[src/rtl/rotary_quad_decoder.sv]
// rotary_quad_decoder
// Conditions the raw rotary encoder contacts (2-flop synchroniser, optional
// debounce) and decodes each detent into a one-cycle step pulse with a
// direction flag, plus a wrapping signed position count.
// Optional feature macro: ROT_DEBOUNCE_EN builds the per-contact debounce
// counters. Without it the filtered levels are the synchroniser outputs.
module rotary_quad_decoder #(
    parameter int DEBOUNCE_CYCLES = 16,
    parameter int POS_W           = 8
) (
    input  logic             clk,
    input  logic             rstn,
    input  logic             rot_a,
    input  logic             rot_b,
    output logic             rot_event,
    output logic             rot_left,
    output logic             rot_err,
    output logic [POS_W-1:0] pos,
    output logic             a_clean,
    output logic             b_clean
);

    typedef enum logic [2:0] {
        DETENT   = 3'd0,
        A_LEAD   = 3'd1,
        B_LEAD   = 3'd2,
        ARMED    = 3'd3,
        WAIT_LOW = 3'd4
    } state_t;

    // Bit 1 carries contact A, bit 0 carries contact B throughout.
    logic [1:0]       meta_r;
    logic [1:0]       sync_r;
    logic [1:0]       clean_s;
    state_t           state_r;
    logic             rot_event_r;
    logic             rot_err_r;
    logic             rot_left_r;
    logic [POS_W-1:0] pos_r;

    // Reject illegal debounce lengths at elaboration time.
    if (DEBOUNCE_CYCLES < 2 || DEBOUNCE_CYCLES > 65535) begin : g_cfg_check
        $error("rotary_quad_decoder: DEBOUNCE_CYCLES must be 2..65535");
    end

    // Two-flop synchroniser for both asynchronous contacts.
    always_ff @(posedge clk or negedge rstn) begin
        if (!rstn) begin
            meta_r <= 2'b00;
            sync_r <= 2'b00;
        end else begin
            meta_r <= {rot_a, rot_b};
            sync_r <= meta_r;
        end
    end

`ifdef ROT_DEBOUNCE_EN
    localparam logic [15:0] DB_LAST = 16'(DEBOUNCE_CYCLES - 1);

    logic [15:0] db_cnt_r [2];
    logic [1:0]  clean_r;

    // Per-contact run-length filter: the filtered level only follows the
    // synchronised level after DEBOUNCE_CYCLES consecutive differing cycles.
    always_ff @(posedge clk or negedge rstn) begin
        if (!rstn) begin
            db_cnt_r[0] <= 16'd0;
            db_cnt_r[1] <= 16'd0;
            clean_r     <= 2'b00;
        end else begin
            for (int i = 0; i < 2; i++) begin
                if (sync_r[i] == clean_r[i]) begin
                    db_cnt_r[i] <= 16'd0;
                end else if (db_cnt_r[i] == DB_LAST) begin
                    clean_r[i]  <= sync_r[i];
                    db_cnt_r[i] <= 16'd0;
                end else begin
                    db_cnt_r[i] <= db_cnt_r[i] + 16'd1;
                end
            end
        end
    end

    assign clean_s = clean_r;
`else
    assign clean_s = sync_r;
`endif

    // Detent decoder: a step is a clean single-contact lead followed by both
    // contacts high; diagonal jumps flag an error and park until 00.
    always_ff @(posedge clk or negedge rstn) begin
        if (!rstn) begin
            state_r     <= DETENT;
            rot_event_r <= 1'b0;
            rot_err_r   <= 1'b0;
            rot_left_r  <= 1'b0;
            pos_r       <= '0;
        end else begin
            rot_event_r <= 1'b0;
            rot_err_r   <= 1'b0;
            case (state_r)
                DETENT: begin
                    case (clean_s)
                        2'b10:   state_r <= A_LEAD;
                        2'b01:   state_r <= B_LEAD;
                        2'b11: begin
                            state_r   <= WAIT_LOW;
                            rot_err_r <= 1'b1;
                        end
                        default: state_r <= DETENT;
                    endcase
                end
                A_LEAD: begin
                    case (clean_s)
                        2'b11: begin
                            state_r     <= ARMED;
                            rot_event_r <= 1'b1;
                            rot_left_r  <= 1'b0;
                            pos_r       <= pos_r + POS_W'(1'b1);
                        end
                        2'b00:   state_r <= DETENT;
                        2'b01: begin
                            state_r   <= WAIT_LOW;
                            rot_err_r <= 1'b1;
                        end
                        default: state_r <= A_LEAD;
                    endcase
                end
                B_LEAD: begin
                    case (clean_s)
                        2'b11: begin
                            state_r     <= ARMED;
                            rot_event_r <= 1'b1;
                            rot_left_r  <= 1'b1;
                            pos_r       <= pos_r - POS_W'(1'b1);
                        end
                        2'b00:   state_r <= DETENT;
                        2'b10: begin
                            state_r   <= WAIT_LOW;
                            rot_err_r <= 1'b1;
                        end
                        default: state_r <= B_LEAD;
                    endcase
                end
                ARMED: begin
                    if (clean_s == 2'b00) begin
                        state_r <= DETENT;
                    end else begin
                        state_r <= ARMED;
                    end
                end
                WAIT_LOW: begin
                    if (clean_s == 2'b00) begin
                        state_r <= DETENT;
                    end else begin
                        state_r <= WAIT_LOW;
                    end
                end
                default: state_r <= DETENT;
            endcase
        end
    end

    assign rot_event = rot_event_r;
    assign rot_err   = rot_err_r;
    assign rot_left  = rot_left_r;
    assign pos       = pos_r;
    assign a_clean   = clean_s[1];
    assign b_clean   = clean_s[0];

endmodule
[config.mk]
export PLATFORM = sky130hd
export DESIGN_NAME = rotary_quad_decoder
export DESIGN_NICKNAME = d
export VERILOG_FILES = /design/src/rtl/rotary_quad_decoder.sv
export SDC_FILE = /design/constraint.sdc
export NUM_CORES = 1
export LEC_CHECK = 0
export CORE_MARGIN = 1
export CORE_UTILIZATION = 55
export CTS_CLUSTER_DIAMETER = 30
export CTS_CLUSTER_SIZE = 20
export DETAILED_ROUTE_END_ITERATION = 10
export MAX_ROUTING_LAYER = met4
export PLACE_DENSITY = 0.78
export SYNTH_ARGS = -nofsm -noshare
export SYNTH_HDL_FRONTEND = slang
export SYNTH_SLANG_ARGS = --single-unit
[constraint.sdc]
create_clock -name clk -period 6.6 [get_ports clk]
set_input_delay 1.32 -clock clk [delete_from_list [all_inputs] [get_ports clk]]
set_output_delay 1.32 -clock clk [all_outputs]
set_load 0.005 [all_outputs]
# Yosys cells after proc, flatten, opt, wreduce, memory -nomap -nowiden
# Index checks and enable logic that the tools add are counted.
[op_classes]
add_sub_neg = 2
n_mul = 0
div = 0
order_cmp = 0
n_eq_ne = 9
shifts = 0
mux = 17
n_bitwise = 0
n_reduce_logical = 5
[ops]
columns = ["op", "n"]
rows = [
  ["3-bit one-hot mux with 3 select lines", 3],
  ["8-bit two-way mux", 2],
  ["8-bit one-hot mux with 2 select lines", 1],
  ["3-bit one-hot mux with 5 select lines", 1],
  ["8-bit by 1-bit adder with 8-bit output (second input constant)", 1],
  ["8-bit by 1-bit subtractor with 8-bit output (second input constant)", 1],
  ["3-bit by 2-bit == test with 1-bit output (second input constant)", 2],
  ["1-bit two-way mux", 6],
  ["2-bit == test (second input constant)", 2],
  ["2-bit inequality test (second input constant)", 2],
  ["3-bit by 1-bit == test with 1-bit output (second input constant)", 1],
  ["3-bit == test (second input constant)", 1],
  ["3-bit zero test", 1],
  ["3-bit two-way mux", 1],
  ["1-bit one-hot mux with 3 select lines", 1],
  ["3-bit AND reduction", 1],
  ["2-bit by 1-bit == test with 1-bit output (second input constant)", 1],
  ["2-bit zero test", 1],
  ["2-bit two-way mux", 1],
  ["1-bit one-hot mux with 2 select lines", 1],
  ["2-bit nonzero test", 1],
  ["2-bit OR reduction", 1],
]
[totals]
ff_bits = 18
latch_bits = 0
ram_bits = 0
rom_bits = 0
in_bits = 4
output_inout_bits = 13
elab_cells = 40
n_memories = 0

# Longest topological paths before layout
# Gate-level depths: netlist of run 1.
[logic_depth]
depth_word = 3
mapped_depth = 9
ltp_nobuf = 8

# Worst setup path before layout of run 1
# Ideal clock, no wire load.
[synth_path]
kind = "flip-flop to flip-flop"
start = "register state_r[0]"
end = "register pos_r[6], in the netlist pos[6]"
setup_ps = 69
arrival_ps = 2246
t_required_ps = 6531
path_slack_ps = 4286
path_stages_with_launch = 10
path_buffers = 1
synth_period_minus_slack_ps = 2314
path_cell_list = "dfrtp_1 buf_4 or3b_1 inv_2 ha_1 nor2b_1 o21ai_1 a21boi_0 or4_1 nand3_1"
[synth_between]
elab_chain_cells = 3
elab_cells_between_ends = 7
classes_between = "4 x eq/ne; 1 x mux; 2 x reduce/logical"
[synth_lines]
columns = ["item", "line_no", "rtl"]
rows = [
  ["from (decl)", "35", "state_t state_r;"],
  ["from (signal assigned)", "93", "state_r <= DETENT;"],
  ["from (signal assigned)", "104", "2'b10: state_r <= A_LEAD;"],
  ["from (signal assigned)", "105", "2'b01: state_r <= B_LEAD;"],
  ["3-bit by 1-bit == test with 1-bit output / 3-bit by 2-bit == test with 1-bit output (equally long branches)", "101", "case (state_r)"],
  ["2-bit inequality test (no line) / 2-bit nonzero test (equally long branches)", "n/a", ""],
  ["3-bit AND reduction (no line)", "n/a", ""],
  ["to (signal assigned)", "119", "pos_r <= pos_r + POS_W'(1'b1);"],
  ["to (signal assigned)", "135", "pos_r <= pos_r - POS_W'(1'b1);"],
  ["to (decl)", "39", "logic [POS_W-1:0] pos_r;"],
]
# Parallel ways exist; a longest one is shown, timed or not.
# A chain may end at the register's enable or synchronous reset.

# Worst setup path after layout of run 1
[layout_path]
start = "register sync_r[0], in the netlist clean_s[0]"
end = "output b_clean"
[layout_lines]
columns = ["item", "line_no", "rtl"]
rows = [
  ["from (decl)", "33", "logic [1:0] sync_r;"],
  ["from (signal assigned)", "53", "sync_r <= meta_r;"],
  ["to (decl)", "20", "output logic b_clean"],
]
# No word-level cell between the ends.

==> results.txt, run 1 <==
----------------------------------------------------
[Worst setup path]
  Critical Path Start Type ... register
  Max incr delay on CP ... 570 ps
  Depth of the most critical reg-to-reg path ... 8
  Critical Path Slowest Stage Cell ... sky130_fd_sc_hd__clkdlybuf4s50_1
  Family of cells with the greatest summed delay on the critical path ... buffers and inverters
  Worst Setup Path Type ... register to output port
  Element type at the critical path end ... output port
  Worst path bufs/invs ... 1
  Critical-path maximum fanout ... 12
  Required @ worst endpoint ... 5280 ps
  Number of gates on the worst path with buffers counted ... 1
  Data arrival at the endpoint of the critical path ... 1420 ps
  Worst-path cell chain ... clkdlybuf4s50_1

[Placement]
  Weighted congestion reported at the end of routability-driven placement ... 0.809
  Count of buffers inserted at the top-level ports ... 16
  Half-perimeter wire length after placement ... 1300 um

[STA]
  Highest clock frequency the design can meet ... 0.365 GHz
  Worst slack on hold paths ... 359 ps
  Unrepaired setup endpoints after global routing ... no
  Hold Violations, Final ... 0
  Clock skew after layout ... 0.638 ps
  Minimum period implied by the final worst setup slack ... 2740 ps
  Portion of the clock cycle consumed by the worst path in the final layout ... 0.415
  Worst relative slew slack ... 0.466
  Final setup violating endpoints ... 0
  Setup TNS after final layout ... 0 ps
  Max Slew Vio Count ... 0
  Worst slew pin tran ... 799 ps

[Global routing]
  Vias in the first global route ... 731
  Total GRT Usage ... 0.218
  Highest-utilization routing layer at the global route stage ... met1
  First-pass GRT wire length ... 3130 um
  Met3 Track Usage GR ... 0.0400
  Met1 usage in global routing ... 0.326
  Largest net degree at the start of global routing ... 19
  Gr ovfl total ... 0
  Met2 Track Usage GR ... 0.293
  Initial antenna violation count ... 0

[Yosys]
  Synth Area per Inst ... 9.77 um^2
  Cell accounting for the most synthesized area ... sky130_fd_sc_hd__dfrtp_1
  Post-synthesis async set-or-reset flop share ... 1.00
  Net Count, Synth ... 115
  Cell count after synthesis ... 104
  Cell types with the largest area share after synthesis ... sky130_fd_sc_hd__dfrtp_1 (44%), sky130_fd_sc_hd__ha_1 (7.4%), sky130_fd_sc_hd__o21ai_0 (5.4%)
  Top-area cell type share of the netlist area ... 0.443
  Number of warning messages in the yosys log ... 0
  Count of cell types in the netlist ... 38
  Top FF cell, synth ... sky130_fd_sc_hd__dfrtp_1
  Portion of the post-synthesis area used by sequential elements ... 0.443
  Register bit total from synthesis ... 18
  Cell area after synthesis ... 1020 um^2
  Number of synthesized flops with an enable pin ... 0

[Clock tree]
  Clock input transition at the sequential cells of the worst setup and hold paths ... 100 ps
  CTS Buffer Depth ... 2
  Insertion delay of the later-clocked pin in the worst-skew pair ... 290 ps
  CTS root buffer ... sky130_fd_sc_hd__clkbuf_4
  TritonCTS buffer count ... 3
  Number of gates resized after CTS ... 0
  Setup bufs post-CTS ... 0
  Clock tree from TritonCTS ... built
  Clock H-tree levels ... 1
  Number of clock sinks ... 18
  Total of hold buffers inserted after clock tree synthesis ... 0

[Final layout]
  Filler cells ... 142
  Signed area change from the synthesized netlist to the final layout ... 19.0%
  Ratio of cells with drive above 1 in the final layout ... 0.0593
  Antenna Diode Count ... 0
  # nets final ... 130

[Floorplan]
  Core Region ... 1730 um^2
  Die outline width ... 45.0 um
  Floorplan row count ... 15
  Area of the die ... 2020 um^2
  Num ports ... 17
  Initial cell density of the core ... 0.588
  Floorplan die height ... 45.0 um

[Min path]
  Hold Path Stages ... 0
  HP Class ... register to register

[Routing]
  Total number of vias ... 796
  Detailed-route DRC error count ... 0
  Number of detailed-routing iterations run before antenna repair ... 4
  Total wirelength of the detailed-routed design ... 1840 um
  Wire length per cell after detailed routing ... 12.8 um
  Post-DR vias/cell ... 5.57
  Routed Antenna Nets ... 0
  Detailed router's first-iteration violation count ... 14

[Pwr]
  Power consumption ... 487 uW
  Power per standard cell area ... 403 nW/um^2
  Worst vdd rail ir drop ... 241 uV
  Leakage power total ... 0.544 nW

[Run]
  Maximum capacitance violations ... 0

[Status]
  Status ... finished clean

----------------------------------------------------
routing by layer:
| metal | vias to the layer above | part of all wire |
|---|---|---|
| met5 | - | 0 |
| met4 | 0 | 0.017 |
| met3 | 5 | 0.033 |
| met2 | 17 | 0.43 |
| met1 | 379 | 0.52 |
| li1 | 395 | - |
synthesized netlist by cell type, drive strengths merged (2+ instances only):
cell type and count:
a211oi 3, a21oi 9, buf 3, clkbuf 3
dfrtp 18, ha 6, inv 6, nand2 9
nand3b 2, nor2 5, o211ai 2, o21ai 12
xnor2 2, xor2 5
state kept, by name, summed over array words and instances (netlist names):
signal and flops:
clean_s 2, meta_r 2, pos 8, rot_err 1, rot_event 1, rot_left 1, state_r 3
cell type report:
type / count / area, um^2 / area share
tap: 25 / 31.3 / 0.0259
sequential: 18 / 450 / 0.373
multi-input combinational: 74 / 508 / 0.420
clock buffer: 4 / 36.3 / 0.0300
timing repair buffer: 16 / 160 / 0.133
inverter: 6 / 22.5 / 0.0186
metrics by stage:
stage / setup slack, ps / instance area (um^2) / instances / util
6_report: 3860 / 1210 / 143 / 0.700
5_1_grt: 3800 / 1210 / 143 / 0.700
4_1_cts: 3870 / 1210 / 143 / 0.700
3_5_place_dp: 4090 / 1170 / 139 / 0.679
3_3_place_gp: 4110 / 1170 / 139 / 0.679
2_1_floorplan: 4290 / 1020 / 104 / -
worst paths after layout:
| path | start | end | slack, ps |
|---|---|---|---|
| setup / recovery | clean_s[0]$_DFF_PN0_ | b_clean | 3860 |
| setup reg to reg | state_r[1]$_DFF_PN0_ | pos[6]$_DFFE_PN0P_ | 4020 |
| max in group asynchronous | rstn | clean_s[0]$_DFF_PN0_ | 4630 |
| min in group asynchronous | rstn | rot_event$_DFF_PN0_ | 1480 |
| hold reg to reg | meta_r[1]$_DFF_PN0_ | clean_s[1]$_DFF_PN0_ | 360 |
| hold / removal | meta_r[1]$_DFF_PN0_ | clean_s[1]$_DFF_PN0_ | 360 |
power breakdown:
group	switching, mW	leakage [nW]	internal, mW	total [mW]
logic	0.110	0.300	0.122	0.232
clock network	0.0350	0.0210	0.0336	0.0687
registers	0.0421	0.223	0.144	0.186
total	0.187	0.544	0.300	0.487
kinds of logic after synthesis:
group                    count (synthesis)  synth area share
adder cells (fa/ha/maj)                  7            0.0936
buffers and inverters                   12            0.0566
AND/OR/NAND/NOR                         27             0.151
XOR/XNOR                                 7            0.0603
multiplexers                             1           0.00985
AO/OA/AOI/OAI                           32             0.185
flip-flops                              18             0.443
cell usage in the layout (no fill, tap or decap), drive strengths merged, types with 2 or more instances in the layout:
master / count
a21oi: 9
inv: 6
clkbuf: 4
nor2: 5
a211oi: 3
nand2: 9
dfrtp: 18
o21ai: 12
xor2: 5
nand3b: 2
xnor2: 2
clkdlybuf4s50: 16
ha: 6
o211ai: 2
(Power assumes the default switching activity.)
==> run 2: changes to the inputs <==
Settings changed: CORE_UTILIZATION 55 to 51, PLACE_DENSITY 0.78 to 0.73.
Clock period 6.6 ns to 2.84 ns, I/O delays scaled along.
==> run 2 against run 1 <==
Effect of this change: critical path depth is 7 higher; clock skew up 2.5 ps; sequential power up 130%; worst hold slack gained 4.8 ps; design area increased by 0.10%; critical path type is now register to register; critical endpoint is now pos[7]$_DFFE_PN0P_; largest power group unchanged; highest routed layer is now met3.
==> results.txt, run 2 (synthesis results as in run 1) <==
----------------------------------------------------
[Routing]
  Detailed-route DRC error count ... 0 (unchanged)
  Total wirelength of the detailed-routed design ... 1800 um (-2.2%)
  Post-DR vias/cell ... 5.39 (-3.1%)
  Number of detailed-routing iterations run before antenna repair ... 4 (unchanged)
  Routed Antenna Nets ... 0 (unchanged)
  Total number of vias ... 771 (-3.1%)
  Detailed router's first-iteration violation count ... 15 (+1)
  Wire length per cell after detailed routing ... 12.6 um (-2.2%)

[STA]
  Max Slew Vio Count ... 0 (unchanged)
  Worst setup slack after layout ... 265 ps (-3600 ps)
  Unrepaired setup endpoints after global routing ... no
  Worst slack on hold paths ... 363 ps (+4.79 ps)
  Clock skew after layout ... 3.12 ps (+2.48 ps)
  Minimum period implied by the final worst setup slack ... 2570 ps
  Worst slew pin tran ... 766 ps (-32.7 ps)
  Worst relative slew slack ... 0.488 (+0.0218)
  Hold Violations, Final ... 0 (unchanged)
  Setup TNS after final layout ... 0 ps (unchanged)
  Highest clock frequency the design can meet ... 0.388 GHz
  Portion of the clock cycle consumed by the worst path in the final layout ... 0.907
  Final setup violating endpoints ... 0 (unchanged)

[Global routing]
  Met1 usage in global routing ... 0.307 (-0.0193)
  Largest net degree at the start of global routing ... 19 (unchanged)
  Initial antenna violation count ... 0 (unchanged)
  Met2 Track Usage GR ... 0.300 (+0.00725)
  Gr ovfl total ... 0 (unchanged)
  Highest-utilization routing layer at the global route stage ... met1
  Total GRT Usage ... 0.215 (-0.00345)
  Vias in the first global route ... 720 (-1.5%)
  Met3 Track Usage GR ... 0.0392 (-0.000784)
  First-pass GRT wire length ... 3140 um (+0.45%)

[Final layout]
  # nets final ... 130 (unchanged)
  Signed area change from the synthesized netlist to the final layout ... 19.1%
  Ratio of cells with drive above 1 in the final layout ... 0.0678 (+0.00847)
  Filler cells ... 154 (+8.5%)
  Max reg flops ... 8 (unchanged)
  Post-route cell area ... 1210 um^2 (+0.10%)
  Final non-filler cell total ... 143 (unchanged)
  Area of the multi-input gates ... 508 um^2 (unchanged)
  Sequential Area ... 452 um^2 (+0.28%)
  Antenna Diode Count ... 0 (unchanged)
  Commonest non-fill, non-tap cell in the layout ... sky130_fd_sc_hd__dfrtp_1
  Commonest cells after routing, fill and taps aside ... sky130_fd_sc_hd__dfrtp_1 (17), sky130_fd_sc_hd__clkdlybuf4s50_1 (16), sky130_fd_sc_hd__o21ai_0 (11)

[Placement]
  Count of buffers inserted at the top-level ports ... 16 (unchanged)
  Weighted congestion reported at the end of routability-driven placement ... 0.871 (+7.7%)
  Area post-placement ... 1170 um^2 (unchanged)
  Half-perimeter wire length after placement ... 1320 um (+1.4%)
  Worst setup slack after placement ... 275 ps (-3810 ps)
  Placed insts ... 139 (unchanged)

[Worst setup path]
  Data arrival at the endpoint of the critical path ... 2790 ps (+1370 ps)
  Worst Setup Path Type ... register to register
  Critical-path maximum fanout ... 10 (-2)
  Depth of the most critical reg-to-reg path ... 8 (unchanged)
  Critical R2R Launch ... state_r[0]$_DFF_PN0_
  Required @ worst endpoint ... 3060 ps (-2220 ps)
  Element type at the critical path end ... register
  Worst setup slack for register-to-register paths ... 270 ps (-3750 ps)
  Critical Path Start Type ... register
  Critical R2R Capture ... pos[7]$_DFFE_PN0P_

[Clock tree]
  Clock input transition at the sequential cells of the worst setup and hold paths ... 100 ps (about the same)
  Number of clock sinks ... 18 (unchanged)
  CTS Buffer Depth ... 2 (unchanged)
  Total of hold buffers inserted after clock tree synthesis ... 0 (unchanged)
  Clock H-tree levels ... 1 (unchanged)
  Insertion delay of the later-clocked pin in the worst-skew pair ... 290 ps (about the same)
  TritonCTS buffer count ... 3 (unchanged)
  Clock tree from TritonCTS ... built
  CTS root buffer ... sky130_fd_sc_hd__clkbuf_4

[Floorplan]
  Area of the die ... 2170 um^2 (+7.5%)
  Floorplan die height ... 46.6 um (+3.7%)
  Die outline width ... 46.6 um (+3.7%)
  Initial cell density of the core ... 0.564 (-0.0245)
  Num ports ... 17 (unchanged)
  Core Region ... 1800 um^2 (+4.3%)
  Floorplan row count ... 15 (unchanged)

[Min path]
  Hold Path Stages ... 0 (unchanged)
  Terminating pin of the worst hold path ... clean_s[0]$_DFF_PN0_
  HP Class ... register to register
  Hold wc startpoint ... meta_r[0]$_DFF_PN0_

[Pwr]
  Power per standard cell area ... 930 nW/um^2 (+130%)
  Worst vdd rail ir drop ... 586 uV (+140%)
  Leakage power total ... 0.543 nW (-0.25%)

[Status]
  Status ... finished clean

[Run]
  Maximum capacitance violations ... 0 (unchanged)

----------------------------------------------------
[run 2: where the power goes]
group / leakage (nW) / switching (mW) / total [mW] / internal (mW)
sequential: 0.222 / 0.0946 / 0.431 / 0.336
clock: 0.0210 / 0.0782 / 0.156 / 0.0781
combinational: 0.300 / 0.255 / 0.539 / 0.284
total: 0.543 / 0.428 / 1.13 / 0.698
[run 2: critical path, stage by stage (launching register included)]
cell                       delay [ps]
sky130_fd_sc_hd__dfrtp_1          500
sky130_fd_sc_hd__or3b_1           470
sky130_fd_sc_hd__inv_2            150
sky130_fd_sc_hd__ha_1             260
sky130_fd_sc_hd__a211oi_1         340
sky130_fd_sc_hd__nor4b_1          110
sky130_fd_sc_hd__a211oi_1         250
sky130_fd_sc_hd__mux2i_1          290
sky130_fd_sc_hd__xnor2_1          150
[run 2: timing repair]
item / CTS / global route
resized for setup: 0 / 1
setup endpoints to repair: 0 / 1
buffers inserted: 0 / 0
[run 2: how the worst max path moves through the flow]
stage                    startpoint                 end  depth (start not counted)
2_1_floorplan  state_r[0]$_DFF_PN0_  pos[6]$_DFFE_PN0P_                          9
3_3_place_gp   state_r[1]$_DFF_PN0_  pos[7]$_DFFE_PN0P_                          8
3_5_place_dp   state_r[1]$_DFF_PN0_  pos[7]$_DFFE_PN0P_                          8
4_1_cts        state_r[1]$_DFF_PN0_  pos[7]$_DFFE_PN0P_                          8
5_1_grt        state_r[0]$_DFF_PN0_  pos[7]$_DFFE_PN0P_                          8
6_report       state_r[0]$_DFF_PN0_  pos[7]$_DFFE_PN0P_                          8
[run 2: cell type report]
type	count	area share
clock buffer	4	0.0300
inverter	6	0.0186
multi-input combinational	74	0.420
sequential	18	0.373
tap	25	0.0259
timing repair buffer	16	0.132
[run 2: metal layers]
metal / part of all wire / vias to the layer above
met5: 0 / -
met4: 0 / 0
met3: 0.019 / 0
met2: 0.46 / 12
met1: 0.52 / 366
li1: - / 393
[run 2: per-stage QoR]
stage                     power, mW   util
after CTS                      1.13  0.671
after global placement        0.960  0.651
after detailed placement      0.966  0.651
after global routing           1.24  0.672
after floorplan               0.782      -
final                          1.13  0.672
==> run 3: changes to the inputs <==
Settings changed: CORE_UTILIZATION 51 to 37, PLACE_DENSITY 0.73 to 0.55.
==> run 3 against run 2 <==
Effect of this change: worst hold slack got worse by 7.3 ps; register-to-register slack better by 20 ps; clock power is essentially flat; via count is 1.3% higher; sequential power is 4.9% lower; wire length is 8.5% higher; design area increased by 1.7%; core utilization is 19 points lower; largest cell class unchanged; power is 0.66% higher; combinational power rose by 5.0%; first-iteration DRC count is 60% lower; largest power group unchanged.
==> results.txt, run 3 (synthesis results as in run 1) <==
----------------------------------------------------
[Pwr]
  Power share of the sequential group ... 0.362 (-0.021)
  P_int ... 707 uW (+1.3%)
  Power consumption ... 1.13 mW (+0.66%)
  Net load switching power ... 426 uW (-0.36%)
  Leakage power total ... 0.554 nW (+2.1%)
  Net switching fraction of the power ... 0.376 (-0.00386)
  Power per standard cell area ... 921 nW/um^2 (-0.97%)
  Clock network power share ... 0.138 (about the same)
  Combinational cell fraction of total power ... 0.500 (+0.021)
  Worst vdd rail ir drop ... 449 uV (-23%)

[Clock tree]
  Clock tree from TritonCTS ... built
  Setup bufs post-CTS ... 0 (unchanged)
  Number of gates resized after CTS ... 0 (unchanged)
  Clock H-tree levels ... 1 (unchanged)
  CTS root buffer ... sky130_fd_sc_hd__clkbuf_4
  Number of clock sinks ... 18 (unchanged)
  Insertion delay of the later-clocked pin in the worst-skew pair ... 290 ps (about the same)
  TritonCTS buffer count ... 3 (unchanged)
  Clock input transition at the sequential cells of the worst setup and hold paths ... 100 ps (about the same)
  CTS Buffer Depth ... 2 (unchanged)
  Total of hold buffers inserted after clock tree synthesis ... 0 (unchanged)

[Worst setup path]
  Required @ worst endpoint ... 3060 ps (about the same)
  Element type at the critical path end ... register
  Family of cells with the greatest summed delay on the critical path ... flip-flops
  Critical Path Slowest Stage Cell ... sky130_fd_sc_hd__dfrtp_1
  Worst setup path startpoint ... state_r[1]$_DFF_PN0_
  Worst path bufs/invs ... 1 (unchanged)
  Worst Setup Path Type ... register to register
  Critical Path Start Type ... register
  Data arrival at the endpoint of the critical path ... 2770 ps (-20 ps)
  Worst-path cell chain ... or3b_1, inv_2, ha_1, a211oi_1, nor4b_1, a211oi_1, mux2i_1, xnor2_1
  Most repeated library cell on the critical path ... sky130_fd_sc_hd__a211oi_1
  Max incr delay on CP ... 570 ps (+70 ps)
  Critical R2R Launch ... state_r[1]$_DFF_PN0_
  Critical-path maximum fanout ... 12 (+2)

[Final layout]
  Ratio of cells with drive above 1 in the final layout ... 0.0750 (+0.00720)
  Commonest non-fill, non-tap cell in the layout ... sky130_fd_sc_hd__dfrtp_1
  Signed area change from the synthesized netlist to the final layout ... 21.1%
  # nets final ... 132 (+1.5%)
  Commonest cells after routing, fill and taps aside ... sky130_fd_sc_hd__dfrtp_1 (18), sky130_fd_sc_hd__clkdlybuf4s50_1 (16), sky130_fd_sc_hd__o21ai_0 (11)
  Filler cells ... 249 (+62%)
  Max reg flops ... 8 (unchanged)
  Antenna Diode Count ... 0 (unchanged)
  Final Core Density ... 0.483 (-0.188)

[Routing]
  Routed Antenna Nets ... 0 (unchanged)
  Post-DR vias/cell ... 5.21 (-3.4%)
  Number of detailed-routing iterations run before antenna repair ... 3 (-1)
  Total wirelength of the detailed-routed design ... 1950 um (+8.5%)
  Detailed-route DRC error count ... 0 (unchanged)
  Wire length per cell after detailed routing ... 13.0 um (+3.5%)
  Total number of vias ... 781 (+1.3%)
  Detailed router's first-iteration violation count ... 6 (-9)

[Floorplan]
  Floorplan die height ... 54.4 um (+17%)
  Area of the die ... 2960 um^2 (+36%)
  Core Region ... 2540 um^2 (+41%)
  Initial cell density of the core ... 0.399 (-0.165)
  Floorplan row count ... 18 (+3)
  Die outline width ... 54.4 um (+17%)
  Num ports ... 17 (unchanged)

[Min path]
  HP Class ... register to register
  Hold wc startpoint ... meta_r[0]$_DFF_PN0_

[Placement]
  Weighted congestion reported at the end of routability-driven placement ... 0.848 (-2.6%)
  Count of buffers inserted at the top-level ports ... 16 (unchanged)
  Worst setup slack after placement ... 313 ps (+38.6 ps)
  Half-perimeter wire length after placement ... 1410 um (+6.9%)

[STA]
  Minimum period implied by the final worst setup slack ... 2550 ps (-20.4 ps)
  Final setup violating endpoints ... 0 (unchanged)
  Worst relative slew slack ... 0.458 (-0.0299)
  Max Slew Vio Count ... 0 (unchanged)
  Clock skew after layout ... 3.06 ps (-0.0546 ps)
  Worst slew pin tran ... 811 ps (+44.7 ps)
  Hold Violations, Final ... 0 (unchanged)
  Unrepaired setup endpoints after global routing ... no
  Highest clock frequency the design can meet ... 0.392 GHz (+0.80%)
  Portion of the clock cycle consumed by the worst path in the final layout ... 0.899 (-0.00718)
  Worst setup slack after layout ... 286 ps (+20.4 ps)
  Setup TNS after final layout ... 0 ps (unchanged)

[Global routing]
  Largest net degree at the start of global routing ... 19 (unchanged)
  Total GRT Usage ... 0.171 (-0.0437)
  Vias in the first global route ... 746 (+3.6%)
  Initial antenna violation count ... 0 (unchanged)
  First-pass GRT wire length ... 3390 um (+7.9%)
  Gr ovfl total ... 0 (unchanged)

[Run]
  Maximum capacitance violations ... 0 (unchanged)

[Status]
  Status ... finished clean

----------------------------------------------------
==> run 3: metrics by stage <==
| stage | cell area (um^2) | hold slack [ps] | cells |
|---|---|---|---|
| after floorplan | 1020 | 272 | 104 |
| after global placement | 1190 | 337 | 146 |
| after detailed placement | 1190 | 336 | 146 |
| after CTS | 1230 | 361 | 150 |
| after global routing | 1230 | 365 | 150 |
| final | 1230 | 356 | 150 |
==> run 3: power by group through the flow <==
stage | clock, mW | sequential (mW) | combinational, mW
final | 0.157 | 0.410 | 0.566
after global placement | 0 | 0.416 | 0.556
after CTS | 0.166 | 0.412 | 0.569
after global routing | 0.174 | 0.423 | 0.643
after detailed placement | 0 | 0.418 | 0.567
after floorplan | 0 | 0.396 | 0.386
==> run 3: final timing paths <==
check	endpoint	slack (ps)	depth (start not counted)
max	pos[7]$_DFFE_PN0P_	290	8
max in group asynchronous	pos[7]$_DFFE_PN0P_	1610	1
min in group asynchronous	state_r[0]$_DFF_PN0_	730	1
min	clean_s[0]$_DFF_PN0_	360	0
min reg2reg	clean_s[0]$_DFF_PN0_	360	0
max reg2reg	pos[7]$_DFFE_PN0P_	290	8
==> run 3: worst reg2reg max path, delay by kind of cell, from the launching register on <==
| kind | cells | cell delay, ps |
|---|---|---|
| mux | 1 | 250 |
| xor+xnor | 1 | 140 |
| compound gates | 2 | 550 |
| flops | 1 | 570 |
| fa+ha+maj | 1 | 260 |
| simple gates | 2 | 560 |
| buf+inv | 1 | 150 |
==> run 3: routing by layer <==
metal / GRT usage / share of wire / routed length (um) / up-vias
met5: - / 0 / 0 / -
met4: 0.0556 / 0.0062 / 12 / 0
met3: 0.0583 / 0.045 / 87 / 2
met2: 0.250 / 0.44 / 850 / 18
met1: 0.220 / 0.51 / 998 / 364
li1: - / - / - / 397
==> run 3: area by class of cell <==
type,count,area [um^2],area share
well taps,30,37.5,0.0305
flip-flops and latches,18,450,0.366
repair buffers,18,175,0.142
clock buffers,4,36.3,0.0295
multi-input cells,74,508,0.413
inverters,6,22.5,0.0183
